<file path="config.mk">
export PLATFORM = sky130hd
export DESIGN_NAME = serial_to_parallel_rx
export DESIGN_NICKNAME = d
export VERILOG_FILES = /design/src/rtl/serial_to_parallel_rx.sv
export SDC_FILE = /design/constraint.sdc
export NUM_CORES = 1
export LEC_CHECK = 0
export CAP_MARGIN = 25
export CORE_UTILIZATION = 50
export CTS_BUF_LIST = sky130_fd_sc_hd__clkbuf_8 sky130_fd_sc_hd__clkbuf_16
export CTS_CLUSTER_SIZE = 8
export DETAILED_ROUTE_END_ITERATION = 7
export PLACE_DENSITY = 0.77
export SETUP_SLACK_MARGIN = 0.5
export SYNTH_ARGS = -nofsm -noshare
export SYNTH_HDL_FRONTEND = slang
export SYNTH_SLANG_ARGS = --single-unit
</file>
<file path="constraint.sdc">
create_clock -name clk -period 3.9 [get_ports clk]
set_input_delay 0.39 -clock clk [delete_from_list [all_inputs] [get_ports clk]]
set_output_delay 0.39 -clock clk [all_outputs]
set_load 0.02 [all_outputs]
</file>
<file path="src/rtl/serial_to_parallel_rx.sv">
// Bit-serial receiver: gathers an LSB-first bit stream into WIDTH-bit words.
// A one-word holding register decouples the shifter from the consumer.
module serial_to_parallel_rx #(
  parameter int WIDTH = 8,
  parameter int CNT_W = $clog2(WIDTH + 1)
) (
  input  logic             clk,
  input  logic             rst_n,
  input  logic             inBit,
  input  logic             inValid,
  output logic             inReady,
  output logic [WIDTH-1:0] outWord,
  output logic             outValid,
  input  logic             outReady,
  output logic [CNT_W-1:0] outCount
);

  typedef enum logic {
    FILL = 1'b0,
    FULL = 1'b1
  } state_t;

  localparam logic [CNT_W-1:0] LastCnt = CNT_W'(WIDTH - 1);
  localparam logic [CNT_W-1:0] FullCnt = CNT_W'(WIDTH);
  localparam logic [CNT_W-1:0] OneCnt  = CNT_W'(1);

  state_t           state;
  state_t           stateNxt;
  logic [WIDTH-1:0] shiftReg;
  logic [WIDTH-1:0] shiftNxt;
  logic [WIDTH-1:0] wordNxt;
  logic             validNxt;
  logic [CNT_W-1:0] cntNxt;
  logic             accept;
  logic             holdFree;

  // Ready depends on state alone so no combinational path reaches it.
  assign inReady  = (state == FILL);
  assign accept   = inValid && inReady;
  // Holding register can take a word if empty or emptied this edge.
  assign holdFree = !outValid || outReady;

  // Next-state, shifter and holding-register update.
  always_comb begin
    stateNxt = state;
    shiftNxt = shiftReg;
    cntNxt   = outCount;
    wordNxt  = outWord;
    validNxt = outValid && !outReady;
    unique case (state)
      FILL: begin
        if (accept) begin
          shiftNxt = shiftReg | (WIDTH'(inBit) << outCount);
          if (outCount == LastCnt) begin
            if (holdFree) begin
              wordNxt  = shiftNxt;
              validNxt = 1'b1;
              shiftNxt = '0;
              cntNxt   = '0;
            end else begin
              cntNxt   = FullCnt;
              stateNxt = FULL;
            end
          end else begin
            cntNxt = outCount + OneCnt;
          end
        end
      end
      FULL: begin
        if (holdFree) begin
          wordNxt  = shiftReg;
          validNxt = 1'b1;
          shiftNxt = '0;
          cntNxt   = '0;
          stateNxt = FILL;
        end
      end
      default: stateNxt = FILL;
    endcase
  end

  // State registers; reset discards any partial word.
  always_ff @(posedge clk) begin
    if (!rst_n) begin
      state    <= FILL;
      shiftReg <= '0;
      outCount <= '0;
      outWord  <= '0;
      outValid <= 1'b0;
    end else begin
      state    <= stateNxt;
      shiftReg <= shiftNxt;
      outCount <= cntNxt;
      outWord  <= wordNxt;
      outValid <= validNxt;
    end
  end

endmodule
</file>
# --- Yosys cells after proc, flatten, opt, wreduce, memory -nomap -nowiden ---
# Cells that the tools add are included.
classes:
  n_addsub: 1
  eq_ne: 5
  shift: 1
  mux: 23
  bitwise: 2
  n_reduce_logical: 7
ops:
  columns: ["operator", "count"]
  rows:
  - ["two-way mux 8 bit", 8]
  - ["one-hot mux 8 bit (2 select lines)", 2]
  - ["two-way mux 4 bit", 4]
  - ["!= test 2 x 1 -> 1 bit, second input constant", 4]
  - ["bitwise OR 8 bit", 1]
  - ["one-hot mux 4 bit (2 select lines)", 1]
  - ["<< shifter 1 x 4 -> 8 bit", 1]
  - ["two-way mux 1 bit", 6]
  - ["adder 4 x 1 -> 4 bit, second input constant", 1]
  - ["== test 4 x 3 -> 1 bit, second input constant", 1]
  - ["one-hot mux 1 bit (2 select lines)", 2]
  - ["AND reduction 4 bit", 1]
  - ["logical AND 1 bit", 2]
  - ["logical NOT 1 bit", 2]
  - ["AND reduction 2 bit", 1]
  - ["logical OR 1 bit", 1]
  - ["inverter 1 bit", 1]
word_totals:
  regBits: 22
  inputBits: 5
  out_inout_bits: 14
  elab_cells: 44

# --- Longest topological paths before layout ---
depth:
  word_depth: 6
  mapped_depth: 6
  ltp_nobuf: 4

# --- Worst setup path after synthesis ---
# No wires, ideal clock.
synth_path:
  path_type: "register to register"
  from: "register outCount[1]"
  to: "register shiftReg[6]"
  t_arrival_ns: 1.592
  t_required_ns: 3.783
  setup_slack_ns: 2.191
  path_stages_with_launch: 6
  n_path_buf: 1
  period_less_slack_ns: 1.709
  cell_sequence: "dfxtp_1 > ha_1 > and4b_1 > buf_6 > o21ai_0 > a32o_1"
synth_via:
  elab_chain_len: 6
  elab_cells_between_ends: 7
synth_lines:
  columns: ["item", "line_no", "rtl"]
  rows:
  - ["from (decl)", "15", "output logic [CNT_W-1:0] outCount"]
  - ["from (signal assigned)", "93", "outCount <= cntNxt;"]
  - ["<< shifter 1 x 4 -> 8 bit", "53", "shiftNxt = shiftReg | (WIDTH'(inBit) << outCount);"]
  - ["bitwise OR 8 bit", "53", null]
  - ["two-way mux 8 bit", "55", "if (holdFree) begin"]
  - ["two-way mux 8 bit (*)", "54", "if (outCount == LastCnt) begin"]
  - ["two-way mux 8 bit (*)", "52", "if (accept) begin"]
  - ["one-hot mux 8 bit (2 select lines) (*)", "50", "unique case (state)"]
  - ["to (signal assigned)", "92", "shiftReg <= shiftNxt;"]
  - ["to (decl)", "29", "logic [WIDTH-1:0] shiftReg;"]
# Mark *: on every way between the ends. The rest lies on a longest branch, timed or not. The select of a mux whose other input is x is not followed.
# A chain may end at the register's enable or synchronous reset.

# --- Final worst setup path ---
layout_path:
  from: "register state"
  to: "output inReady"
layout_via:
  elab_chain_len: 1
layout_lines:
  columns: ["item", "line_no", "rtl"]
  rows:
  - ["from (decl)", "27", "state_t state;"]
  - ["from (signal assigned)", "91", "state <= stateNxt;"]
  - ["inverter 1 bit", null, null]
  - ["to (decl)", "11", "output logic inReady,"]
# Every way passes these cells.

==> key figures <==
Outcome
  – Status: finished clean

Floorplanning
  – Core footprint: 0.001982 mm2
  – DIE WIDTH: 48.01 um
  – # IOs: 19
  – Cell row count: 16
  – Initial Util: 0.5341
  – Die ar.: roughly 0.0023 mm2
  – Die Span Y: 48.01 um

Worst setup path
  – Worst reg2reg path depth: 4
  – Critical path data arrival time: between 1.5 and 2 ns
  – Crit-path max FO: 16
  – Critical path launch point type: flip-flop
  – Setup CP Type: reg -> out
  – Worst setup endpoint: inReady
  – Setup slack, reg-to-reg: 1.92 ns
  – CP startpoint: state
  – RR Endpoint: shiftReg[0]
  – Worst Setup End Kind: output port
  – Worst Path Required: around 3.5 ns
  – Reg-to-reg startpoint: outCount[1]

Power and ir drop
  – Sw Share: 0.2188
  – Pwr dens: roughly 330 mW/mm2
  – Seq pwr share: 0.548
  – Power Total: roughly 0.42 mW
  – Logic pwr share: 0.070
  – Net Sw Power: 0.09283 mW
  – Peak supply drop: about 220 uV
  – Clk pwr share: 0.383
  – Pleak: just under 0.5 nW
  – P_int: 0.3314 mW

Drt
  – # DRC: 0
  – 1st-iter DRT viols: 27
  – WL final: ~2300 um
  – DR WL/cell: between 10 and 15 um
  – Vias per Instance: 5.981
  – Final antenna-violating net count: 0
  – Total number of vias: approximately 900
  – Router iterations before antenna repair: 4

Clock network
  – Clk pin slew, worst setup/hold paths: 0.08 ns
  – CTS tree: yes
  – Post-CTS Setup Inserts: 0
  – Clock insertion delay at the later pin of the skew report: 0.26 ns
  – Clk sinks: 22
  – CTS max path bufs: 2
  – Clock root buffer: clkbuf_8
  – CTS Hold Buffers Added: 0
  – CTS-repair resized insts: 0
  – TritonCTS buffer count: 3
  – H-tree depth: 1

Hold path
  – Hold depth: 2
  – Hold Path Class: reg -> reg

Logic synthesis
  – Cell variety after synth: 34
  – Syn avg cell area: around 9.5 um2
  – Warnings from Yosys: 0
  – Async SR Flop Fraction: 0
  – Syn_nets: 117
  – Mapped Cells: around 110
  – Number of synthesized flops with an enable pin: 0
  – Sequential area share after synthesis: 0.4161
  – Post-synth top flop: dfxtp_1
  – Mapped Area: between 0.001 and 0.0015 mm2
  – Synth Register Bits: 22

Global routing
  – Global-route wire length before repair: between 3000 and 4000 um
  – Met2 Use GR: 0.3541
  – Met3 usage in global routing: 0.04528
  – Total GRT Usage: 0.2243
  – Busiest grt layer: met2
  – GR Overflow Total: 0
  – Vias in the first global route: 770
  – Largest net degree at the start of global routing: 24
  – Initial antenna violation count: 0
  – Grt met1 use: 0.2945

Timing
  – Slew margin rel.: 0.5220
  – Setup_tns: 0 ns
  – Hold Fails Final Rpt: 0
  – Tmin final: between 2 and 2.5 ns
  – RSZ-0062 raised after global routing: no
  – Fmax: 486.0 MHz
  – Clock Skew: between 0.0007 and 0.0008 ns
  – Worst-margin pin slew: just over 0.7 ns
  – PnR worst setup slack: between 1.5 and 2 ns
  – Final slew viol count: 0
  – Final setup vio count: 0
  – Period utilization: 0.5276

Place
  – Pre-CTS WS: around 1.7 ns
  – Buffers added on ports: 18
  – Post-DP Area: approximately 0.0012 mm2
  – Gpl congestion: slightly below 0.9
  – Post-DP HPWL: 1525 um

Layout
  – Most common cell after layout, fill and taps aside: dfxtp_1
  – Commonest cells after routing, fill and taps aside: 22 x dfxtp_1, 18 x clkdlybuf4s50_1, 12 x a21oi_1, 7 x nand2b_1, 5 x o21ai_0
  – Area Overhead vs Synth: 21.75%
  – Fin util: 0.6503
  – Final Cell Area: 0.001289 mm2
  – Layout net count: 134
  – Share of cells above drive strength 1: 0.09449
  – Ant diodes: 0

Job
  – Max Cap Viol: 0
## worst min-delay path by stage
stage | start | to | slack, ns
after floorplan | shiftReg[2] | shiftReg[2] | 0.43
after global placement | shiftReg[2] | shiftReg[2] | 0.44
after detailed placement | shiftReg[1] | shiftReg[1] | 0.45
after CTS | shiftReg[1] | shiftReg[1] | 0.46
after global routing | shiftReg[2] | shiftReg[2] | 0.49
final | shiftReg[1] | shiftReg[1] | 0.47
## Yosys cell counts (all sizes together), types with 3 or more instances
| library cell | count | area (um2) |
|---|---|---|
| o221a | 4 | 45.04 |
| or3b | 4 | 35.03 |
| nand2b | 7 | 43.79 |
| a21boi | 4 | 30.03 |
| nand3b | 3 | 22.52 |
| o311ai | 4 | 35.03 |
| clkbuf | 4 | 16.26 |
| nand2 | 4 | 15.01 |
| a41o | 3 | 30.03 |
| inv | 4 | 15.01 |
| and3 | 3 | 18.77 |
| dfxtp | 22 | 440.4 |
| a21oi | 12 | 60.06 |
| nor2 | 4 | 15.01 |
| o21ai | 5 | 25.02 |
## worst max-delay path: stages (launching register included)
cell and delay (ns):
dfxtp_1 0.67, inv_1 0.16, clkdlybuf4s50_1 0.57
## power by group through the flow
stage	Combinational [mW]	Clock, mW	Sequential [mW]
6_report	0.0295	0.162	0.232
3_5_place_dp	0.0291	0	0.238
5_1_grt	0.0325	0.177	0.233
4_1_cts	0.0292	0.168	0.232
3_3_place_gp	0.0285	0	0.238
2_1_floorplan	0.0153	0	0.238
## per-layer routing
| metal | routed length [um] | up-vias |
|---|---|---|
| met5 | 0 | - |
| li1 | - | 463 |
| met3 | 71 | 4 |
| met2 | 1103 | 15 |
| met1 | 1060 | 439 |
| met4 | 27 | 0 |
## cells by family (layout without fill, tap and decap cells)
group	Yosys count	after routing	synth area share
AOI/OAI and AO/OA	41	41	0.2943
and+or+nand+nor	37	37	0.2269
DFF	22	22	0.4161
buffers and inverters	10	26	0.05082
adders and majority gates	1	1	0.01182
## layout make-up
class | count | area (um2)
clock buffers | 4 | 55.05
fillers | 162 | 693.2
inverters | 4 | 15.01
multi-input cells | 79 | 564.3
flip-flops and latches | 22 | 440.4
well taps | 27 | 33.78
repair buffers | 18 | 180.2
## per-stage QoR
stage,cells,hold slack (ns)
after global placement,150,0.4448
after global routing,154,0.4899
after detailed placement,150,0.4486
after floorplan,111,0.4308
final,154,0.4695
after CTS,154,0.4637
## sequential cells by signal (all words and copies together) (netlist names)
register  flops
outValid      1
shiftReg      8
outCount      4
state         1
outWord       8
No activity file was read; power rests on OpenSTA's default activity.
